### config.mk
export PLATFORM = sky130hd
export DESIGN_NAME = bcd_to_binary
export DESIGN_NICKNAME = d
export VERILOG_FILES = /design/src/rtl/bcd_pkg.sv /design/src/rtl/bcd_digit_mac.sv /design/src/rtl/bcd_to_binary.sv
export SDC_FILE = /design/constraint.sdc
export NUM_CORES = 1
export LEC_CHECK = 0
export ABC_AREA = 1
export CELL_PAD_IN_SITES_DETAIL_PLACEMENT = 0
export CELL_PAD_IN_SITES_GLOBAL_PLACEMENT = 1
export CORE_UTILIZATION = 40
export DETAILED_ROUTE_END_ITERATION = 8
export DONT_BUFFER_PORTS = 1
export PLACE_DENSITY = 0.67
export SETUP_SLACK_MARGIN = 0.15
export SLEW_MARGIN = 20
export SYNTH_ARGS = -nofsm -noshare
export SYNTH_HDL_FRONTEND = slang
export SYNTH_SLANG_ARGS = --single-unit
### constraint.sdc
create_clock -name clk -period 2.8 [get_ports clk]
set_clock_uncertainty 0.1 [all_clocks]
set_input_delay 0.56 -clock clk [delete_from_list [all_inputs] [get_ports clk]]
set_output_delay 0.56 -clock clk [all_outputs]
set_load 0.05 [all_outputs]
### src/rtl/bcd_pkg.sv
// Shared constants, FSM state type and sizing helper for the BCD-to-binary path.
package bcd_pkg;
  localparam int DIGIT_W = 4;
  localparam int BCD_MAX = 9;

  typedef enum logic [1:0] {IDLE, CONV, DONE} state_e;

  function automatic int cnt_w(input int digits);
    return $clog2(digits + 1);
  endfunction
endpackage

### src/rtl/bcd_digit_mac.sv
// One decimal accumulate step: acc_next = acc*10 + d, with a flag for a legal digit.
module bcd_digit_mac
  import bcd_pkg::*;
#(
  parameter int OUT_W = 32
) (
  input  logic [OUT_W-1:0]   acc,
  input  logic [DIGIT_W-1:0] d,
  output logic [OUT_W-1:0]   acc_next,
  output logic               dig_ok
);
  // x10 as x8 + x2, truncated to OUT_W
  assign acc_next = (acc << 3) + (acc << 1) + OUT_W'(d);
  assign dig_ok   = (d <= DIGIT_W'(BCD_MAX));
endmodule

### src/rtl/bcd_to_binary.sv
// Serial packed-BCD to binary converter, one digit per clock, MSD first.
// Optional signed result via `BCD2BIN_NEG_EN (adds neg_in).
module bcd_to_binary
  import bcd_pkg::*;
#(
  parameter int DIGITS = 8,
  parameter int OUT_W  = 32
) (
  input  logic                      clk,
  input  logic                      rst_n,
  input  logic                      start,
  input  logic [DIGIT_W*DIGITS-1:0] bcd_in,
`ifdef BCD2BIN_NEG_EN
  input  logic                      neg_in,
`endif
  output logic                      busy,
  output logic                      done,
  output logic [OUT_W-1:0]          result,
  output logic                      err
);
  localparam int BW = DIGIT_W * DIGITS;
  localparam int CW = cnt_w(DIGITS);

  state_e           state, state_nxt;
  logic [BW-1:0]    sr;
  logic [OUT_W-1:0] acc, acc_next, res_fin;
  logic [CW-1:0]    cnt;
  logic             err_acc, dig_ok, last, err_fin;
`ifdef BCD2BIN_NEG_EN
  logic             neg_q;
`endif

  bcd_digit_mac #(.OUT_W(OUT_W)) u_mac (
    .acc      (acc),
    .d        (sr[BW-1 -: DIGIT_W]),
    .acc_next (acc_next),
    .dig_ok   (dig_ok)
  );

  assign last    = (cnt == CW'(DIGITS - 1));
  assign err_fin = err_acc | ~dig_ok;

  // Value committed on the final digit; an illegal digit discards the magnitude.
  always_comb begin
    res_fin = acc_next;
`ifdef BCD2BIN_NEG_EN
    if (neg_q) res_fin = -acc_next;
`endif
    if (err_fin) res_fin = '0;
  end

  always_comb begin
    state_nxt = state;
    case (state)
      IDLE:    if (start) state_nxt = CONV;
      CONV:    if (last)  state_nxt = DONE;
      DONE:    state_nxt = IDLE;
      default: state_nxt = IDLE;
    endcase
  end

  always_ff @(posedge clk or negedge rst_n) begin
    if (!rst_n) state <= IDLE;
    else        state <= state_nxt;
  end

  always_ff @(posedge clk or negedge rst_n) begin
    if (!rst_n) begin
      sr      <= '0;
      acc     <= '0;
      cnt     <= '0;
      err_acc <= 1'b0;
      result  <= '0;
      err     <= 1'b0;
`ifdef BCD2BIN_NEG_EN
      neg_q   <= 1'b0;
`endif
    end else begin
      case (state)
        IDLE: if (start) begin
          sr      <= bcd_in;
          acc     <= '0;
          cnt     <= '0;
          err_acc <= 1'b0;
`ifdef BCD2BIN_NEG_EN
          neg_q   <= neg_in;
`endif
        end
        CONV: begin
          acc <= acc_next;
          sr  <= sr << DIGIT_W;
          cnt <= cnt + CW'(1);
          if (!dig_ok) err_acc <= 1'b1;
          if (last) begin
            result <= res_fin;
            err    <= err_fin;
          end
        end
        default: ;
      endcase
    end
  end

  assign busy = (state != IDLE);
  assign done = (state == DONE);
endmodule

After elaboration in Yosys (flattened, before gate mapping)
Index checks and enable logic that the tools add are counted.
{"block": "op_classes", "addsub": 3, "n_lt_le_gt_ge": 1, "n_eq_ne": 6, "n_mux": 13, "bitwise": 2, "n_reduce_logical": 7}
{"op": "32-bit 2-to-1 mux", "n": 2}
{"op": "32-bit one-hot mux with 2 select lines", "n": 1}
{"op": "31-bit one-hot mux with 2 select lines", "n": 1}
{"op": "32-bit adder", "n": 1}
{"op": "32-bit by 4-bit adder with 32-bit output", "n": 1}
{"op": "31-bit 2-to-1 mux", "n": 1}
{"op": "4-bit one-hot mux with 2 select lines", "n": 1}
{"op": "2-bit != test, second input constant", "n": 3}
{"op": "2-bit AND reduction", "n": 3}
{"op": "4-bit by 1-bit adder with 4-bit output, second input constant", "n": 1}
{"op": "4-bit by 3-bit == test with 1-bit output, second input constant", "n": 1}
{"op": "4-bit less-or-equal comparator, second input constant", "n": 1}
{"op": "2-bit 2-to-1 mux", "n": 2}
{"op": "4-bit 2-to-1 mux", "n": 1}
{"op": "2-bit one-hot mux with 2 select lines", "n": 1}
{"op": "2-bit nonzero test", "n": 2}
{"op": "3-bit AND reduction", "n": 1}
{"op": "2-bit by 1-bit == test with 1-bit output, second input constant", "n": 1}
{"op": "2-bit == test, second input constant", "n": 1}
{"op": "2-bit logical NOT", "n": 1}
{"op": "1-bit 2-to-1 mux", "n": 2}
{"op": "1-bit one-hot mux with 2 select lines", "n": 1}
{"op": "1-bit inverter", "n": 1}
{"op": "1-bit bitwise OR", "n": 1}
{"block": "totals", "regBits": 103, "inputBits": 35, "output_inout_bits": 35, "wordCells": 39}

Depth between registers and ports, before layout
Gate-level depths: netlist (run 1).
{"block": "depth", "word_depth": 4, "ltp_mapped": 15, "ltp_nobuf": 15}

Cells and area by module
From an unflattened synthesis (run 1), not the netlist that was laid out.
{"block": "unflattened", "cells_unflattened": 1072, "hier_area_um2": 7298.2}
{"mod": "bcd_to_binary", "n_inst": 1, "cells_per_inst": 589, "area_per_inst_um2": 4695.8, "seq_area_each_um2": 2602.5}
{"mod": "bcd_digit_mac", "n_inst": 1, "cells_per_inst": 483, "area_per_inst_um2": 2602.5, "seq_area_each_um2": 0.0}

Worst setup path before layout (run 1)
No wires, ideal clock.
{"block": "synth_timing", "kind": "register -> register", "start": "reg acc[0]", "end": "reg acc[26]", "setup_ns": 0.118, "arrival_ns": 2.099, "required_time_ns": 2.582, "setup_slack_ns": 0.483, "path_stages_with_launch": 14, "period_less_slack_ns": 2.317, "cell_sequence": "dfrtp_1 > inv_1 > fa_1 > fa_1 > inv_1 > nand3_1 > nand2_1 > nand2_1 > nand2_1 > nand3_1 > nand3_1 > nand2_1 > nand3_1 > nand2_1"}
{"block": "synth_between", "elab_chain_cells": 3}
{"element": "start: declaration", "line": "bcd_to_binary.sv:26", "text": "logic [OUT_W-1:0] acc, acc_next, res_fin;"}
{"element": "start signal: assignment", "line": "bcd_to_binary.sv:90", "text": "acc <= acc_next;"}
{"element": "32-bit adder", "line": "bcd_digit_mac.sv:13", "text": "assign acc_next = (acc << 3) + (acc << 1) + OUT_W'(d);"}
{"element": "32-bit by 4-bit adder with 32-bit output", "line": "bcd_digit_mac.sv:13"}
{"element": "31-bit one-hot mux with 2 select lines", "line": "bcd_to_binary.sv:79", "text": "case (state)"}
No other way between the ends.
A chain may end at the register's enable or synchronous reset.

Worst setup path in the final report (run 1)
{"block": "layout_timing", "start": "reg sr[31]", "end": "reg result[23]"}
{"block": "layout_between", "elab_chain_cells": 4, "elab_cells_between_ends": 5, "classes_between": "1 x add/sub; 1 x order compare; 1 x mux; 2 x bitwise"}
{"element": "start: declaration", "line": "bcd_to_binary.sv:25", "text": "logic [BW-1:0] sr;"}
{"element": "start signal: assignment", "line": "bcd_to_binary.sv:81", "text": "sr <= bcd_in;"}
{"element": "start signal: assignment", "line": "bcd_to_binary.sv:91", "text": "sr <= sr << DIGIT_W;"}
{"element": "parallel branches: the longest is 3 deep, another holds 32-bit by 4-bit adder with 32-bit output"}
{"element": "32-bit 2-to-1 mux *", "line": "bcd_to_binary.sv:49", "text": "if (err_fin) res_fin = '0;"}
{"element": "end signal: assignment", "line": "bcd_to_binary.sv:95", "text": "result <= res_fin;"}
{"element": "end: declaration", "line": "bcd_to_binary.sv:18", "text": "output logic [OUT_W-1:0] result,"}
Every way passes the cells marked *.

==> reports/metrics.cfg, run 1 <==
[run_status]
outcome = complete, but fails checks
violations = hold timing

[synthesis]
ys_warn_count = 0
ys_ff_latch = 103
syn_area_um2 = 6614
synth.avg_cell_area_um2 = 7.197
async_flop_share_pct = 100.0
synth-seq-area-share_pct = 38.97
synth_cell_types = 31
synth-edff-count = 0
syn_nets = 1015
netlist_instances = 919
synth_flop_cell = dfrtp_1

[routing]
drc_errors = 0
first_pass_iters = 4
ant_nets = 0
drt_iter0_drc = 283
viasPerCell = 4.989
wire_per_inst_um = 16.06
via_count = 5672
drt-total-wl_um = 18260

[timing]
slew_headroom_pct = 57.11
setup_slack_ps = 254.5
rsz0062_at_grt = true
worstMarginPinSlew_ps = 642.4
post-route-period-util_pct = 90.91
fmaxAchievable_ghz = 0.3928
setup_tns_ps = 0
whs_ps = -210.1
hold_viol_final = 103
period_needed_ps = 2546
setup_violations = 0
slew_viol_final = 0

[clock_network]
clock_path_buffers = 2
root_buffer = clkbuf_16
cts_buffers = 9
worstSkewPairLatency_ps = 360
htreeDepth = 3
cts_sinks = 103
cts_tree = done
clk_pin_slew_worst_paths_ps = 80

[critical_path]
required_ps = 2950
worst_ep_arrival_time_ps = 2700
crit_type = reg2reg
cp_max_fo = 3
worst_path_max_delay_cell = fa_1
critPathTopFamily = simple AND/OR/NAND/NOR gates
cp.buffers_inverters = 2
cp_common_cell = nand2_1
worstPathCellList = inv_1 -> fa_1 -> inv_1 -> ha_1 -> nand2_1 -> nor2_2 -> nand2_1 -> nand3_2 -> nand2_1 -> nand2_2 -> nand2_2 -> nand2_1 -> nand2_1 -> nand3_1 -> nand2_1
slowest_delay_ps = 600
startpoint_type = register
end_kind = register

[floorplan]
fp-row-count = 46
die_w_um = 130.6
core_um2 = 16000
start_util_pct = 41.34
ios = 70
fp.dieH_um = 130.6
die-area_um2 = 17050

[placed_design]
pre_cts_ws_ps = 94.99
dp_hpwl_um = 13730
port-buffer-count = 0
place_area_um2 = 6840
gp_congestion = 0.9359

[finish]
final_cell_mix = nand2_1, inv_1, dfrtp_1
layout_commonest_cell = nand2_1
multi_input_area_um2 = 3566
fin_area_um2 = 7248
diodes = 0
regArea_um2 = 2577
drive_gt1_share_pct = 5.972
fillers = 1704
nNetsFinal = 1012
areaGrowthSynthToFinish_pct = 9.591

[global_route]
grtUsageTotal_pct = 23.36
grt-ovfl-total = 0
grt_pass1_wl_um = 29880
grt_pass1_vias = 5666
antenna_found_initial = 0
grt_max_degree = 104

[worst_hold_path]
min_path_type = in2async

[flow_run]
maxCapViolCount = 0

## registers in the layout, indices dropped and copies added, names as in the netlist
| register | count |
|---|---|
| err_acc | 1 |
| state | 2 |
| result | 32 |
| cnt | 4 |
| acc | 31 |
| sr | 32 |
| err | 1 |
## through the flow
| step | util (%) | std cells |
|---|---|---|
| global placement | 42.75 | 1119 |
| CTS | 44.86 | 1135 |
| detailed placement | 42.75 | 1119 |
| global route | 45.30 | 1137 |
| finish | 45.30 | 1137 |
| floorplan | - | 919 |
## repair_timing
| item | 4_1_cts | 5_1_grt |
|---|---|---|
| endpoints found under the setup margin | 8 | 36 |
| endpoints found under the hold margin | 103 | 103 |
| pin swaps | 0 | 4 |
| resized for setup | 5 | 15 |
| buffers inserted | 0 | 2 |
## kinds of logic (layout without fill, tap and decap cells)
family | count (synthesis) | after routing | synth area share (%)
DFF | 103 | 103 | 38.97
xor gates and xnor gates | 14 | 14 | 1.854
and+or+nand+nor | 483 | 483 | 29.57
buffers and inverters | 141 | 143 | 8.286
AOI/OAI and AO/OA | 117 | 117 | 9.554
adders and majority gates | 61 | 61 | 11.77
## synthesized netlist by cell type (all sizes together), types with 6 or more instances
cell type	number	area (um^2)
o21ai	53	265.3
nand2	335	1260
buf	8	48.79
nand3b	6	45.04
clkbuf	16	60.06
ha	59	738.2
a21oi	46	230.2
xnor2	8	70.07
dfrtp	103	2577
nor2	71	276.5
inv	117	439.2
xor2	6	52.55
nand3	63	315.3
## metal layers
metal  vias to the layer above  track usage, %  wire length, um
met5                         -               0                0
met4                         0           5.274              146
met3                        15           5.375              918
met2                        94           36.79             8294
met1                      2651           32.58             8904
li1                       2912               -                -
## worst paths after layout
kind                       startpoint         end  slack (ps)  cells after the start
setup / recovery               sr[31]  result[23]         250                     15
hold / removal                  rst_n  result[17]        -210                      0
setup reg to reg               sr[31]  result[23]         250                     15
hold reg to reg               acc[30]     acc[30]         410                      2
max in group asynchronous       rst_n     acc[27]        2590                      0
min in group clk            bcd_in[2]       sr[2]         230                      1
## layout make-up
| cell class | instances | area share, % |
|---|---|---|
| well taps | 216 | 3.729 |
| repair buffers | 10 | 1.036 |
| multi-input cells | 675 | 49.20 |
| flip-flops and latches | 103 | 35.56 |
| clock inverters | 7 | 1.312 |
| clock buffers | 9 | 3.107 |
| inverters | 117 | 6.059 |
Power of run 1 is not shown: default switching activity piles up to over one toggle a cycle in this logic, so the estimate is an artifact.
==> run 2: changes to the inputs <==
Settings changed: PLACE_DENSITY 0.67 to 0.68, SYNTH_HIERARCHICAL from default to 1.
==> run 2 against run 1 <==
  * The flow still finishes with violations (hold timing)
  * Critical path depth unchanged
  * Cell count up 14%
  * Die area up 9.7%
  * Final area up 13%
  * Via count up 12%
  * Non-clock buffer count up 20
  * First-iteration DRC count down 16%
  * Hold slack better by 19 ps
==> reports/metrics.cfg, run 2 <==
[finish]
regArea_um2 = 2579  ; about the same
layout_commonest_cell = nand2_1
fin_area_um2 = 8178  ; +13%
largest_registers = result: 32 flops, sr: 32 flops, acc: 31 flops
nNetsFinal = 1166  ; +15%
final_cell_count_no_fill = 1300  ; +14%
multi_input_area_um2 = 4274  ; +20%
final_cell_mix = nand2_1, inv_1, nand3_1
drive_gt1_share_pct = 12.93  ; +7.0 points
diodes = 0  ; unchanged
areaGrowthSynthToFinish_pct = 12.59
fillers = 1886  ; +11%

[synthesis]
netlist_instances = 1069  ; +16%
ys_warn_count = 6  ; +6
syn_nets = 1165  ; +15%
synth.avg_cell_area_um2 = 6.794  ; -5.6%
syn_area_um2 = 7263  ; +9.8%

[timing]
fmaxAchievable_ghz = 0.3960  ; +0.79%
slew_headroom_pct = 49.45  ; -7.7 points
whs_ps = -191.3  ; +18.76 ps
worstMarginPinSlew_ps = 758.2  ; +115.8 ps
period_needed_ps = 2526  ; -20.01 ps
slew_viol_final = 0  ; unchanged
setup_violations = 0  ; unchanged
setup_tns_ps = 0  ; unchanged
rsz0062_at_grt = true
post-route-period-util_pct = 90.20  ; -0.71 points
hold_viol_final = 103  ; unchanged

[critical_path]
r2r_cells = 15  ; unchanged
worst_path_max_delay_cell = fa_1
path_depth = 15  ; unchanged
r2r_slack_ps = 270  ; +20 ps
worstPathCellList = inv_2 -> fa_1 -> inv_2 -> ha_4 -> nand2_1 -> nor2_2 -> nand2_1 -> nand3_2 -> nand2_2 -> nand2_4 -> xor2_1 -> inv_1 -> nor2_1 -> nand2_1 -> nand2_1
cp.buffers_inverters = 3  ; +1
worst_ep_arrival_time_ps = 2720  ; +20 ps
crit_type = reg2reg
end_kind = register
r2r_end = result[15]
cp-startpoint = acc[2]
slowest_delay_ps = 590  ; about the same
cp-endpoint = result[15]
critPathTopFamily = adder cells
reg2reg_from = acc[2]
required_ps = 2990  ; +40 ps
startpoint_type = register
cp_common_cell = nand2_1
cp_max_fo = 3  ; unchanged

[floorplan]
die-area_um2 = 18700  ; +9.7%
core_um2 = 17540  ; +9.6%
die_w_um = 136.8  ; +4.7%
start_util_pct = 41.42  ; +0.081 points
fp-row-count = 48  ; +4.3%
fp.dieH_um = 136.8  ; +4.7%
ios = 70  ; unchanged

[global_route]
grtUsageTotal_pct = 21.60  ; -1.8 points
antenna_found_initial = 0  ; unchanged
grt-ovfl-total = 0  ; unchanged
grt_max_degree = 104  ; unchanged
grt_pass1_vias = 6117  ; +8.0%
grt_pass1_wl_um = 31330  ; +4.8%

[run_status]
outcome = complete, but fails checks
violations = hold timing

[clock_network]
htreeDepth = 3  ; unchanged
worstSkewPairLatency_ps = 350  ; about the same
cts_tree = done
root_buffer = clkbuf_16
clk_pin_slew_worst_paths_ps = 70  ; about the same
clock_path_buffers = 2  ; unchanged
cts_buffers = 9  ; unchanged
cts_sinks = 103  ; unchanged

[routing]
ant_nets = 0  ; unchanged
via_count = 6354  ; +12%
viasPerCell = 4.888  ; -2.0%
first_pass_iters = 5  ; +1
drt_iter0_drc = 237  ; -16%
wire_per_inst_um = 14.78  ; -8.0%
drt-total-wl_um = 19220  ; +5.2%
drc_errors = 0  ; unchanged

[placed_design]
gp_congestion = 0.8324  ; -11%
port-buffer-count = 0  ; unchanged
dp.cells = 1273  ; +14%
dp_hpwl_um = 14240  ; +3.7%
place_area_um2 = 7480  ; +9.3%

[flow_run]
maxCapViolCount = 0  ; unchanged

[worst_hold_path]
min_path_type = in2async

==> run 2: changes by cell type in the layout (fill, tap and decap cells not counted), moves of 9 or more <==
cell	before	now
nand2_1	327	399
nand3_1	57	123
a21oi_1	46	10
o21ai_0	43	8
buf_4	10	29
inv_1	111	128
nand2_2	8	25
o21ai_1	10	26
ha_1	58	43
a21oi_2	0	9
ha_4	0	9
==> run 2: metrics by stage <==
step                      util [%]  setup slack (ps)  hold slack [ps]
after floorplan                  -             319.7            164.4
after global placement       42.65             98.25            168.9
after detailed placement     42.65             65.16            169.5
after global routing         46.63             108.5           -205.0
final                        46.63             274.5           -191.3
after CTS                    44.50             139.6           -220.7
==> run 2: final cells by class <==
class,instances,area share (%)
clock buffer,12,3.014
timing repair buffer,30,2.907
clock inverter,4,0.4590
multi-input combinational,787,52.26
tap,225,3.442
inverter,139,6.380
sequential,103,31.53
==> run 2: repair_timing <==
item	4_1_cts	5_1_grt
cloned	0	0
setup buffers	2	9
resized for setup	6	76
setup endpoints to repair	19	36
hold endpoints to repair	103	103
pin swaps	2	27
==> run 2: worst register-to-register path: cells and delay by family (launching register included) <==
kind                     cells  cell delay [ps]
XOR/XNOR                     1              160
adder cells (fa/ha/maj)      2              860
buffers and inverters        3              200
flip-flops                   1              360
AND/OR/NAND/NOR              9              800
==> run 2: routing by layer <==
metal | track usage, % | part of all wire (%)
met4 | 4.753 | 1.2
met1 | 29.19 | 49
met5 | 0 | 0
met3 | 3.815 | 2.9
met2 | 35.82 | 47
==> run 2: how the worst min path moves through the flow <==
| stage | slack [ps] | to | cells past startpoint |
|---|---|---|---|
| 4_1_cts | -220 | acc[13] | 0 |
| 6_report | -190 | acc[19] | 0 |
| 3_3_place_gp | 170 | acc[19] | 0 |
| 2_1_floorplan | 160 | acc[0] | 0 |
| 5_1_grt | -200 | acc[19] | 0 |
| 3_5_place_dp | 170 | acc[13] | 0 |
Power of run 2 is left out for the same reason.
